==> config.mk <==
export PLATFORM = sky130hd
export DESIGN_NAME = inta_sequencer
export DESIGN_NICKNAME = d
export VERILOG_FILES = /design/src/rtl/pic_pkg.sv /design/src/rtl/inta_edge_detect.sv /design/src/rtl/inta_sequencer.sv
export SDC_FILE = /design/constraint.sdc
export NUM_CORES = 1
export LEC_CHECK = 0
export ABC_CLOCK_PERIOD_IN_PS = 3150
export BUFFER_PORTS_ARGS = -buffer_cell sky130_fd_sc_hd__buf_2
export CORE_MARGIN = 2
export CORE_UTILIZATION = 35
export CTS_BUF_LIST = sky130_fd_sc_hd__clkbuf_8
export CTS_CLUSTER_SIZE = 12
export DETAILED_ROUTE_END_ITERATION = 10
export SLEW_MARGIN = 20
export SYNTH_ARGS = -nofsm -noshare
export SYNTH_HDL_FRONTEND = slang
export SYNTH_SLANG_ARGS = --single-unit
export TNS_END_PERCENT = 10
==> constraint.sdc <==
create_clock -name clk -period 3.15 [get_ports clk]
set_clock_uncertainty 0.2 [all_clocks]
set_input_delay 0.63 -clock clk [delete_from_list [all_inputs] [get_ports clk]]
set_output_delay 0.63 -clock clk [all_outputs]
set_load 0.01 [all_outputs]
==> src/rtl/pic_pkg.sv <==
// Shared types and helpers for the 8259-compatible PIC blocks: acknowledge
// sequencer states, vector field widths and one-hot level decode.
package pic_pkg;

   localparam int T_W   = 5;
   localparam int LVL_W = 3;

   typedef enum logic [2:0] {
      IDLE,
      PEND,
      ACK1,
      GAP,
      ACK2
   } inta_state_e;

   function automatic logic [7:0] onehot8(input logic [LVL_W-1:0] idx);
      onehot8 = 8'h01 << idx;
   endfunction

endpackage

==> src/rtl/inta_edge_detect.sv <==
// Registers the (already synchronous) INTA_N line and produces one-cycle
// fall/rise pulses relative to the previous sample.
module inta_edge_detect (
   input  logic clk,
   input  logic reset_n,
   input  logic inta_n_i,
   output logic fall_o,
   output logic rise_o
);

   logic inta_q;

   // NOTE: sequential state is written with <= so every flop samples the pre-edge values.
   always_ff @(posedge clk) begin
      if (!reset_n) inta_q <= 1'b1;
      else          inta_q <= inta_n_i;
   end

   assign fall_o = inta_q & ~inta_n_i;
   assign rise_o = ~inta_q & inta_n_i;

endmodule

==> src/rtl/inta_sequencer.sv <==
// 8086-mode interrupt-acknowledge sequencer: raises INT, runs the two-pulse
// INTA handshake, handles cascade addressing and issues ISR set/clear pulses.
module inta_sequencer
   import pic_pkg::*;
(
   input  logic             clk,
   input  logic             reset_n,
   input  logic             INTA_N,
   input  logic             SP,
   input  logic             SNGL,
   input  logic             AEOI,
   input  logic [7:0]       ICW3,
   input  logic [T_W-1:0]   T,
   input  logic             INT_REQ,
   input  logic [LVL_W-1:0] IR_LEVEL,
   input  logic [2:0]       CAS_IN,
   output logic             INT,
   output logic [2:0]       CAS_OUT,
   output logic             CAS_OE,
   output logic [7:0]       DATA_OUT,
   output logic             DATA_OE,
   output logic [7:0]       ISR_SET,
   output logic [7:0]       ISR_CLR,
   output logic             FREEZE
);

   logic fall, rise;

   inta_edge_detect u_edge (
      .clk      (clk),
      .reset_n  (reset_n),
      .inta_n_i (INTA_N),
      .fall_o   (fall),
      .rise_o   (rise)
   );

   inta_state_e      state_q, state_d;
   logic [LVL_W-1:0] lvl_q, lvl_d;
   logic             valid_q, valid_d;
   logic             cascaded_q, cascaded_d;
   logic             selected_q, selected_d;
   logic             int_q, int_d;
   logic [2:0]       cas_out_q, cas_out_d;
   logic             cas_oe_q, cas_oe_d;
   logic [7:0]       data_out_q, data_out_d;
   logic             data_oe_q, data_oe_d;
   logic [7:0]       isr_set_q, isr_set_d;
   logic [7:0]       isr_clr_q, isr_clr_d;
   logic             freeze_q, freeze_d;

   logic is_slave;
   logic drive_vec;

   // A slave in single mode behaves like a stand-alone device.
   assign is_slave  = ~SP & ~SNGL;
   assign drive_vec = SNGL | (SP & ~cascaded_q) | (is_slave & selected_q);

   // NOTE: every always_comb output gets a default first so no latch is inferred.
   always_comb begin
      state_d    = state_q;
      lvl_d      = lvl_q;
      valid_d    = valid_q;
      cascaded_d = cascaded_q;
      selected_d = selected_q;
      int_d      = int_q;
      cas_out_d  = cas_out_q;
      cas_oe_d   = cas_oe_q;
      data_out_d = data_out_q;
      data_oe_d  = data_oe_q;
      isr_set_d  = '0;
      isr_clr_d  = '0;
      freeze_d   = freeze_q;

      case (state_q)
         IDLE: begin
            if (INT_REQ) begin
               state_d = PEND;
               int_d   = 1'b1;
            end
         end
         PEND: begin
            if (fall) begin
               state_d    = ACK1;
               int_d      = 1'b0;
               freeze_d   = 1'b1;
               valid_d    = INT_REQ;
               lvl_d      = INT_REQ ? IR_LEVEL : 3'b111;
               cascaded_d = SP & ~SNGL & ICW3[lvl_d];
               cas_oe_d   = cascaded_d;
               cas_out_d  = cascaded_d ? lvl_d : 3'b000;
               selected_d = (CAS_IN == ICW3[2:0]);
               if (INT_REQ && !is_slave) isr_set_d = onehot8(IR_LEVEL);
            end
         end
         ACK1: begin
            if (rise) state_d = GAP;
         end
         GAP: begin
            if (fall) begin
               state_d = ACK2;
               if (drive_vec) begin
                  data_oe_d  = 1'b1;
                  data_out_d = {T, lvl_q};
               end
               // A slave only learns it owns the request once CAS has been decoded.
               if (is_slave && selected_q && valid_q) isr_set_d = onehot8(lvl_q);
            end
         end
         ACK2: begin
            if (rise) begin
               state_d    = IDLE;
               cas_oe_d   = 1'b0;
               cas_out_d  = 3'b000;
               data_oe_d  = 1'b0;
               data_out_d = 8'h00;
               freeze_d   = 1'b0;
               cascaded_d = 1'b0;
               selected_d = 1'b0;
               if (AEOI && valid_q && (!is_slave || selected_q)) isr_clr_d = onehot8(lvl_q);
            end
         end
         default: state_d = IDLE;
      endcase
   end

   always_ff @(posedge clk) begin
      if (!reset_n) begin
         state_q    <= IDLE;
         lvl_q      <= '0;
         valid_q    <= 1'b0;
         cascaded_q <= 1'b0;
         selected_q <= 1'b0;
         int_q      <= 1'b0;
         cas_out_q  <= '0;
         cas_oe_q   <= 1'b0;
         data_out_q <= '0;
         data_oe_q  <= 1'b0;
         isr_set_q  <= '0;
         isr_clr_q  <= '0;
         freeze_q   <= 1'b0;
      end else begin
         state_q    <= state_d;
         lvl_q      <= lvl_d;
         valid_q    <= valid_d;
         cascaded_q <= cascaded_d;
         selected_q <= selected_d;
         int_q      <= int_d;
         cas_out_q  <= cas_out_d;
         cas_oe_q   <= cas_oe_d;
         data_out_q <= data_out_d;
         data_oe_q  <= data_oe_d;
         isr_set_q  <= isr_set_d;
         isr_clr_q  <= isr_clr_d;
         freeze_q   <= freeze_d;
      end
   end

   assign INT      = int_q;
   assign CAS_OUT  = cas_out_q;
   assign CAS_OE   = cas_oe_q;
   assign DATA_OUT = data_out_q;
   assign DATA_OE  = data_oe_q;
   assign ISR_SET  = isr_set_q;
   assign ISR_CLR  = isr_clr_q;
   assign FREEZE   = freeze_q;

endmodule

Yosys cells after proc, flatten, opt, wreduce, memory -nomap -nowiden
Cells that the tools add are included. Widths: inputs -> output; s select.

Output and inout bits: 31. Register bits: 40. Bits of input ports: 26.

$lt $le $gt $ge: 1. Mux-type cells: 34. Reductions and logical operators: 17. Bitwise logic cells: 14. Eq/ne operators: 11. Shift-type cells: 2.

Operators by type and width (count): $mux 8 (7); $pmux 8 s2 (2); $mux 3 (8); $shl 1x3->8 const A (2); $pmux 3 s5 (1); $ne 2x2->1 const B (6); $pmux 1 s2 (5); $mux 1 (9); $reduce_and 4->1 (2); $and 1x1->1 (7); $eq 3x2->1 const B (2); $pmux 3 s2 (1); $reduce_and 3->1 (2); $reduce_bool 2->1 (3); $logic_and 1x1->1 (5); $not 1->1 (5); $reduce_and 5->1 (1); $lt 3x4->1 const B (1); $bmux 1 s3 (1); $eq 3x1->1 const B (1); $eq 3x3->1 (1); $eq 3x3->1 const B (1); $logic_not 3->1 (1); $or 1x1->1 (2); 3 further kinds (3).

Depth between registers and ports, before layout
Gate-level depths: netlist (run 1).

Depth after elaboration: 7. Gate-level depth with buffers: 7. Mapped depth without buffers: 5.

Hierarchy
Synthesis (run 1) repeated with hierarchy kept, for this count alone.

Cells, all modules: 193. Area, all modules: 1740.4 µm².

Modules (own cells, without submodules): inta_sequencer (seq. area each 780.7 µm², area an instance 1701.6 µm², cells an instance 189, instances 1); inta_edge_detect (seq. area each 20.0 µm², area an instance 38.8 µm², cells an instance 4, instances 1).

Worst setup path after synthesis (run 1)
OpenSTA, ideal clock, no wires.

Path kind: input to register. Start point: in IR_LEVEL[1]. End point: reg cas_out_q[0], in the netlist CAS_OUT[0]. Path buffers: 1. Path slack: 1.209 ns. Library setup time: 0.117 ns. Stages: 6. Arrival: 1.623 ns. Path through: clkbuf_1 a21boi_0 o211ai_1 a21o_1 nand2_1 a32o_1.

Word-level cells in the longest chain between the ends: 7.

RTL lines: start: declaration (line inta_sequencer.sv:15) `input logic [LVL_W-1:0] IR_LEVEL,`; $mux 3 (line inta_sequencer.sv:87) `lvl_d = INT_REQ ? IR_LEVEL : 3'b111;`; $bmux 1 s3 (line inta_sequencer.sv:88) `cascaded_d = SP & ~SNGL & ICW3[lvl_d];`; $mux 1 (implied by the code) (line inta_sequencer.sv:88); $and 1x1->1 (line inta_sequencer.sv:88); $mux 3 (line inta_sequencer.sv:90) `cas_out_d = cascaded_d ? lvl_d : 3'b000;`; $mux 3 (line inta_sequencer.sv:82) `if (fall) begin`; $pmux 3 s2 (line inta_sequencer.sv:74) `case (state_q)`; end signal: assignment (line inta_sequencer.sv:148) `cas_out_q <= cas_out_d;`; end: declaration (line inta_sequencer.sv:43) `logic [2:0] cas_out_q, cas_out_d;`.

Every way passes these cells. The select of a mux whose other input is x is not followed. A chain may end at the register's enable or synchronous reset.

Final worst setup path (run 1)
Start point: reg state_q[0]. End point: reg data_out_q[4], in the netlist DATA_OUT[4].

Word-level cells in the longest chain between the ends: 3.

RTL lines: start: declaration (line inta_sequencer.sv:37) `inta_state_e state_q, state_d;`; start signal: assignment (line inta_sequencer.sv:142) `state_q <= state_d;`; $eq 3x2->1 / $eq 3x3->1 (equally long branches) (line inta_sequencer.sv:74); $ne 2x2->1 (no source line) / $reduce_bool 2->1 (equally long branches); $reduce_and 4->1 (no source line); end signal: assignment (line inta_sequencer.sv:150) `data_out_q <= data_out_d;`; end: declaration (line inta_sequencer.sv:45) `logic [7:0] data_out_q, data_out_d;`.

Parallel ways exist; a longest one is shown, timed or not.

==> impl_metrics.csv, run 1 <==
group,metric,value,unit
status,status,"finished, final reports clean",
drt,drtAntennaViolNets,0,
sta,grt_setup_unrepaired,"false",
logic_synthesis,synth_seq_cells,40,
place,port_buffers,56,
sta,slew_headroom,61.51,%
clocking,cts_hold_buf,0,
place,post-place-ws,0.7902,ns
logic_synthesis,synth_top_area_share,45.58,%
clocking,postCtsSetupBuffers,0,
logic_synthesis,synth-edff-count,0,
sta,tightest_slew,0.5773,ns
logic_synthesis,syn_inst,191,
pwr,leakage,0.9258,nW
die,die_w,74.85,um
clocking,cts_buffers,5,
clocking,cts_tree,"done",
die,die_height,74.85,um
sta,hold_viol,0,
final_layout,diodes,0,
sta,period_share,64.27,%
grt,grt_usage,15.54,%
critical_path,worstPathRequired,3.15,ns
pwr,peakVddDrop,0.2731,mV
drt,routed_wl,3917,um
drt,drt_pre_antenna_iters,5,
critical_path,crit_path_cell_trace,"and4bb_1, nand2_1, o21ai_2, mux2i_1, nor2b_1",
pwr,power_frac_seq,54.9,%
clocking,cts_buffer_depth,2,
drt,via_per_inst,4.713,
grt,grt_pass1_vias,1411,
final_layout,nets,272,
grt,antenna_found_initial,0,
logic_synthesis,synth_area_leaders,"dfxtp_1 46%, nor2b_1 6.4%, nor2_1 5.6%, mux2i_1 4.6%, nand2_1 3.8%",
clocking,path_clk_slew,0.08,ns
grt,grt_start_max_net_pins,23,
sta,max_freq,493.9,MHz
pwr,power_density,443.7,nW/um^2
logic_synthesis,synth.avg_cell_area,9.197,sq um
final_layout,n_fill_cell,515,
critical_path,path_delay_family,"compound AO/OA/AOI/OAI gates",
pwr,combPwrFrac,9.5,%
drt,via_count,1480,
die,fp.coreArea,4786,sq um
critical_path,max_stage_delay,0.52,ns
pwr,p_sw,0.0002497,W
die,dieArea,5602,sq um
place,dpl.hpwl,2927,um
logic_synthesis,ys.flop_type,"dfxtp_1",
clocking,root_buffer,"clkbuf_8",
clocking,cts_resized,0,
drt,drc,0,
clocking,htreeDepth,2,
job,maxCapViolations,0,
final_layout,syn_to_final_growth,23.08,%
logic_synthesis,yosysMostFrequentCell,"dfxtp_1",
logic_synthesis,syn_nets,217,
sta,setup_viol,0,
critical_path,critPathSlowestCell,"o21ai_2",
critical_path,critPathKind,"reg2reg",
logic_synthesis,ys_seq_area_share,45.58,%
clocking,cts_sinks,40,
drt,wire_per_inst,12.47,um
clocking,clock_latency,0.30,ns
die,ios,57,
grt,grt-ovfl-total,0,
die,rows,25,
final_layout,layout-drive-gt1-share,29.55,%
sta,finalWorstSetupSlack,1.126,ns
grt,grt_pass1_wl,6568,um
critical_path,worstPathMaxFanout,9,
pwr,switching_share,26.04,%
logic_synthesis,yosys_warnings,0,
sta,setup_tns,0,ns
sta,drv_slew,0,
sta,final.min_clock_period,2.024,ns
logic_synthesis,synthTopCellsByCount,"40 x dfxtp_1, 26 x nor2_1, 18 x nand2_1, 18 x nor2b_1, 8 x mux2i_1",
drt,drtIter0Drc,104,
logic_synthesis,yosys.area.top_type,"dfxtp_1",
pwr,p_int,0.0007095,W
place,globalplace.congestion,0.8003,
pwr,clock_power_share,35.6,%
final_layout,multi_input_comb_area,894.6,sq um
critical_path,end_kind,"flop",
critical_path,critPathLaunchType,"flop",
critical_path,worst-path-buf-inv,0,
min_path,hp-class,"reg2reg",
final_layout,regArea,800.8,sq um
logic_synthesis,ys_types,48,
logic_synthesis,syn_area,1757,sq um
logic_synthesis,ys_async_sr_fraction,0,%
critical_path,worstPathArrival,2.02,ns
die,start_util,36.71,%
cells by family (layout without fill, tap and decap cells):
group,count (synthesis),count (layout),synth area share [%]
buffers and inverters,12,68,3.490
flip-flops,40,40,45.58
multiplexers,9,9,5.200
XOR/XNOR,4,4,1.995
AND/OR/NAND/NOR,92,92,28.85
AO/OA/AOI/OAI,34,34,14.89
metrics by stage:
step	std cells	util [%]	hold WS (ns)	area (sq um)	power, W
floorplan	191	-	0.2432	1757	0.0005957
global placement	306	43.35	0.2479	2074	0.0006300
detailed placement	306	43.35	0.2438	2074	0.0006299
CTS	314	45.18	0.2631	2162	0.0009660
global route	314	45.18	0.3011	2162	0.001001
finish	314	45.18	0.2582	2162	0.0009592
per-layer routing:
metal	share of wire (%)	global-route usage (%)	vias to the layer above
li1	-	-	772
met1	49	20.50	664
met2	45	24.56	38
met3	4.6	3.882	6
met4	1.2	5.952	0
met5	0	0	-
final timing paths:
path	start	to	slack, ns	cells after the start
min	CAS_OUT[1]	CAS_OUT[1]	0.26	1
max	state_q[0]	DATA_OUT[4]	1.13	5
min reg2reg	CAS_OUT[1]	CAS_OUT[1]	0.26	1
max reg2reg	state_q[0]	DATA_OUT[4]	1.13	5
power groups by stage:
| stage | sequential (W) | clock, W | combinational, W |
|---|---|---|---|
| after floorplan | 0.000533 | 0 | 0.0000622 |
| after global placement | 0.000539 | 0 | 0.0000913 |
| after detailed placement | 0.000538 | 0 | 0.0000915 |
| after CTS | 0.000526 | 0.000347 | 0.0000921 |
| after global routing | 0.000529 | 0.000370 | 0.000103 |
| final | 0.000527 | 0.000341 | 0.0000914 |
state kept, by name, indices dropped and copies added (netlist names):
| register | flops |
|---|---|
| FREEZE | 1 |
| CAS_OE | 1 |
| u_edge.inta_q | 1 |
| lvl_q | 3 |
| DATA_OUT | 8 |
| INT | 1 |
| selected_q | 1 |
| DATA_OE | 1 |
| ISR_CLR | 8 |
| CAS_OUT | 3 |
| ISR_SET | 8 |
| state_q | 3 |
| valid_q | 1 |
placed cells by master, fill, tap and decap left out, drive strengths merged, types with 3 or more instances in the layout:
cell type / synthesis / layout
a21boi: 4 / 4
a21oi: 5 / 5
a32oi: 4 / 4
buf: 3 / 56
clkbuf: 5 / 5
clkinv: 0 / 3
dfxtp: 40 / 40
inv: 4 / 4
mux2i: 8 / 8
nand2: 19 / 19
nand2b: 5 / 5
nand3: 3 / 3
nor2: 26 / 26
nor2b: 18 / 18
nor3: 7 / 7
nor3b: 4 / 4
o21ai: 5 / 5
xnor2: 3 / 3
cell type report:
| cell class | instances | area share (%) |
|---|---|---|
| clock inverters | 3 | 0.8681 |
| flip-flops and latches | 40 | 37.04 |
| well taps | 67 | 3.877 |
| inverters | 4 | 0.6944 |
| clock buffers | 5 | 3.183 |
| multi-input cells | 139 | 41.38 |
| repair buffers | 56 | 12.96 |
No activity file was read; power rests on OpenSTA's default activity.
==> run 2, diff against run 1 <==
- ABC_AREA: default -> 1
- ABC_CLOCK_PERIOD_IN_PS: 3150 -> 1800
- clock period: 3.15 -> 1.8 ns (I/O delays scaled with it)
==> run 2 against run 1 <==
- global-route usage rose by 0.78 points
- non-clock buffer count rose by 7
- cell count is 14% higher
- core utilization is 1.4 points higher
- synthesized cell count increased by 20%
- largest power group unchanged
==> impl_metrics.csv, run 2 <==
group,metric,value,unit
logic_synthesis,ys_seq_area_share,45.91,%
grt,antenna_found_initial,0,
critical_path,critPathSlowestCell,"dfxtp_1",
sta,max_freq,603.4,MHz
die,ios,57,
sta,grt_setup_unrepaired,"false",
drt,met3WireLength,201,um
final_layout,layout-drive-gt1-share,28.97,%
drt,wire_per_inst,11.76,um
logic_synthesis,syn_inst,229,
drt,drt_pre_antenna_iters,4,
logic_synthesis,synthTopCellsByCount,"40 x dfxtp_1, 35 x nand2_1, 31 x a21oi_1, 28 x nand3_1",
final_layout,nets,315,
clocking,root_buffer,"clkbuf_8",
final_layout,syn_to_final_growth,26.97,%
critical_path,cp-startpoint,"state_q[0]",
min_path,holdPathEnd,"u_edge.inta_q",
clocking,htreeDepth,2,
logic_synthesis,synth_area_leaders,"dfxtp_1 46%, a21oi_1 8.9%, nand3_1 8.0%, nand2_1 7.5%, nand4_1 7.5%",
logic_synthesis,synth-edff-count,0,
critical_path,worstPathRequired,1.76,ns
grt,grt_start_max_net_pins,13,
clocking,postCtsSetupBuffers,0,
logic_synthesis,ys_types,24,
logic_synthesis,synth.avg_cell_area,7.616,sq um
logic_synthesis,yosys_warnings,0,
critical_path,critPathLaunchType,"flop",
critical_path,crit_path_cell_trace,"nand3_1, inv_1, nand3_1, nand2_4, nand2_2, nand2_1, a21oi_1",
critical_path,reg2reg_slack,0.14,ns
drt,m1WireLength,1952,um
clocking,path_clk_slew,0.07,ns
min_path,hp-class,"in2reg",
final_layout,final_cell_area,2215,sq um
clocking,cts_buffer_depth,2,
clocking,clock_latency,0.29,ns
final_layout,layout_common_cells,"56 x buf_2, 39 x dfxtp_1, 35 x nand2_1",
sta,setup_viol,0,
drt,drtAntennaViolNets,0,
place,port_buffers,56,
pwr,peakVddDrop,0.3534,mV
sta,tightest_slew,0.4030,ns
grt,grt_pass1_vias,1567,
pwr,power_density,959.3,nW/um^2
grt,grt_pass1_wl,6975,um
critical_path,end_kind,"flop",
die,die_w,74.59,um
sta,final.min_clock_period,1.657,ns
sta,period_share,92.08,%
critical_path,worstReg2RegEnd,"DATA_OUT[1]",
logic_synthesis,ys_async_sr_fraction,0,%
die,rows,25,
logic_synthesis,synth_seq_cells,40,
critical_path,worstPathArrival,1.62,ns
die,dieArea,5564,sq um
drt,routed_wl,4197,um
drt,top_layer_used,"met4",
drt,drc,0,
drt,met2_length,1962,um
job,maxCapViolations,0,
critical_path,crit_path_frequent_cell,"nand3_1",
logic_synthesis,synth_top_area_share,45.91,%
logic_synthesis,ys.flop_type,"dfxtp_1",
drt,via_count,1774,
clocking,cts_tree,"done",
critical_path,worst-path-buf-inv,1,
min_path,hold_depth,2,
logic_synthesis,yosysMostFrequentCell,"dfxtp_1",
critical_path,r2r_start,"state_q[0]",
critical_path,max_stage_delay,0.42,ns
sta,drv_slew,0,
pwr,power,0.002124,W
die,fp.coreArea,4755,sq um
sta,hold_viol,0,
grt,grt-ovfl-total,0,
status,status,"finished, final reports clean",
clocking,cts_buffers,5,
sta,setup_tns,0,ns
grt,grt_usage,16.32,%
min_path,worstHoldStart,"INTA_N",
logic_synthesis,syn_area,1744,sq um
critical_path,path_delay_family,"simple AND/OR/NAND/NOR gates",
pwr,leakage,0.9595,nW
die,die_height,74.59,um
place,dpl.hpwl,3176,um
die,start_util,36.68,%
place,globalplace.congestion,0.8562,
critical_path,critPathKind,"reg2reg",
critical_path,worstPathMaxFanout,10,
critical_path,worst-r2r-cell-count,7,
place,placedInstanceArea,2116,sq um
clocking,cts_sinks,40,
sta,slew_headroom,73.10,%
logic_synthesis,yosys.area.top_type,"dfxtp_1",
final_layout,layout.cells.most_common,"buf_2",
drt,drtIter0Drc,89,
logic_synthesis,syn_nets,255,
final_layout,postLayoutCoreUtil,46.58,%
final_layout,diodes,0,
drt,via_per_inst,4.969,
[run 2: cell count changes after synthesis, moves of 6 or more]
cell     delta
a21oi_1    +26
nor4_1      +6
mux2i_1     -8
nor2b_1    -18
nand2_1    +17
nand3_1    +25
nand4_1    +19
inv_1      +12
[run 2: logic make-up after synthesis]
group | Yosys count | synth area share (%)
buffers and inverters | 29 | 7.389
AOI/OAI and AO/OA | 36 | 10.47
DFF | 40 | 45.91
xor gates and xnor gates | 3 | 1.507
and+or+nand+nor | 121 | 34.72
[run 2: final cells by class]
class,instances,area [sq um]
fillers,510,2540
repair buffers,63,345.3
clock inverters,2,10.01
multi-input cells,160,819.5
inverters,19,71.32
flip-flops and latches,40,802.0
well taps,67,83.83
clock buffers,6,82.58
[run 2: per-stage QoR]
step / hold WS (ns) / std cells / setup slack [ns]
5_1_grt: 0.1153 / 357 / 0.0003972
4_1_cts: 0.1129 / 357 / 0.1083
3_5_place_dp: 0.2506 / 349 / 0.1189
2_1_floorplan: 0.2440 / 229 / 0.3617
6_report: 0.1234 / 357 / 0.1426
3_3_place_gp: 0.2484 / 349 / 0.1365
[run 2: where the power goes]
| group | internal [W] | total [W] | switching, W |
|---|---|---|---|
| clock | 0.000305 | 0.000599 | 0.000294 |
| sequential | 0.000955 | 0.00104 | 0.0000849 |
| combinational | 0.000177 | 0.000485 | 0.000308 |
| total | 0.00144 | 0.00212 | 0.000687 |
[run 2: per-layer routing]
layer	vias to the layer above	track usage [%]
met4	0	5.952
met2	48	25.76
li1	906	-
met3	8	4.065
met5	-	0
met1	812	21.68
[run 2: what timing repair did]
action / in CTS / in global routing
hold endpoints to repair: 0 / 0
setup endpoints to repair: 0 / 6
gates resized for setup: 0 / 2
hold buffers: 0 / 0
[run 2: worst max path at each step]
stage,cells past startpoint,end
3_3_place_gp,8,DATA_OUT[3]
5_1_grt,7,DATA_OUT[4]
4_1_cts,7,DATA_OUT[1]
2_1_floorplan,7,DATA_OUT[0]
6_report,7,DATA_OUT[1]
3_5_place_dp,8,DATA_OUT[2]
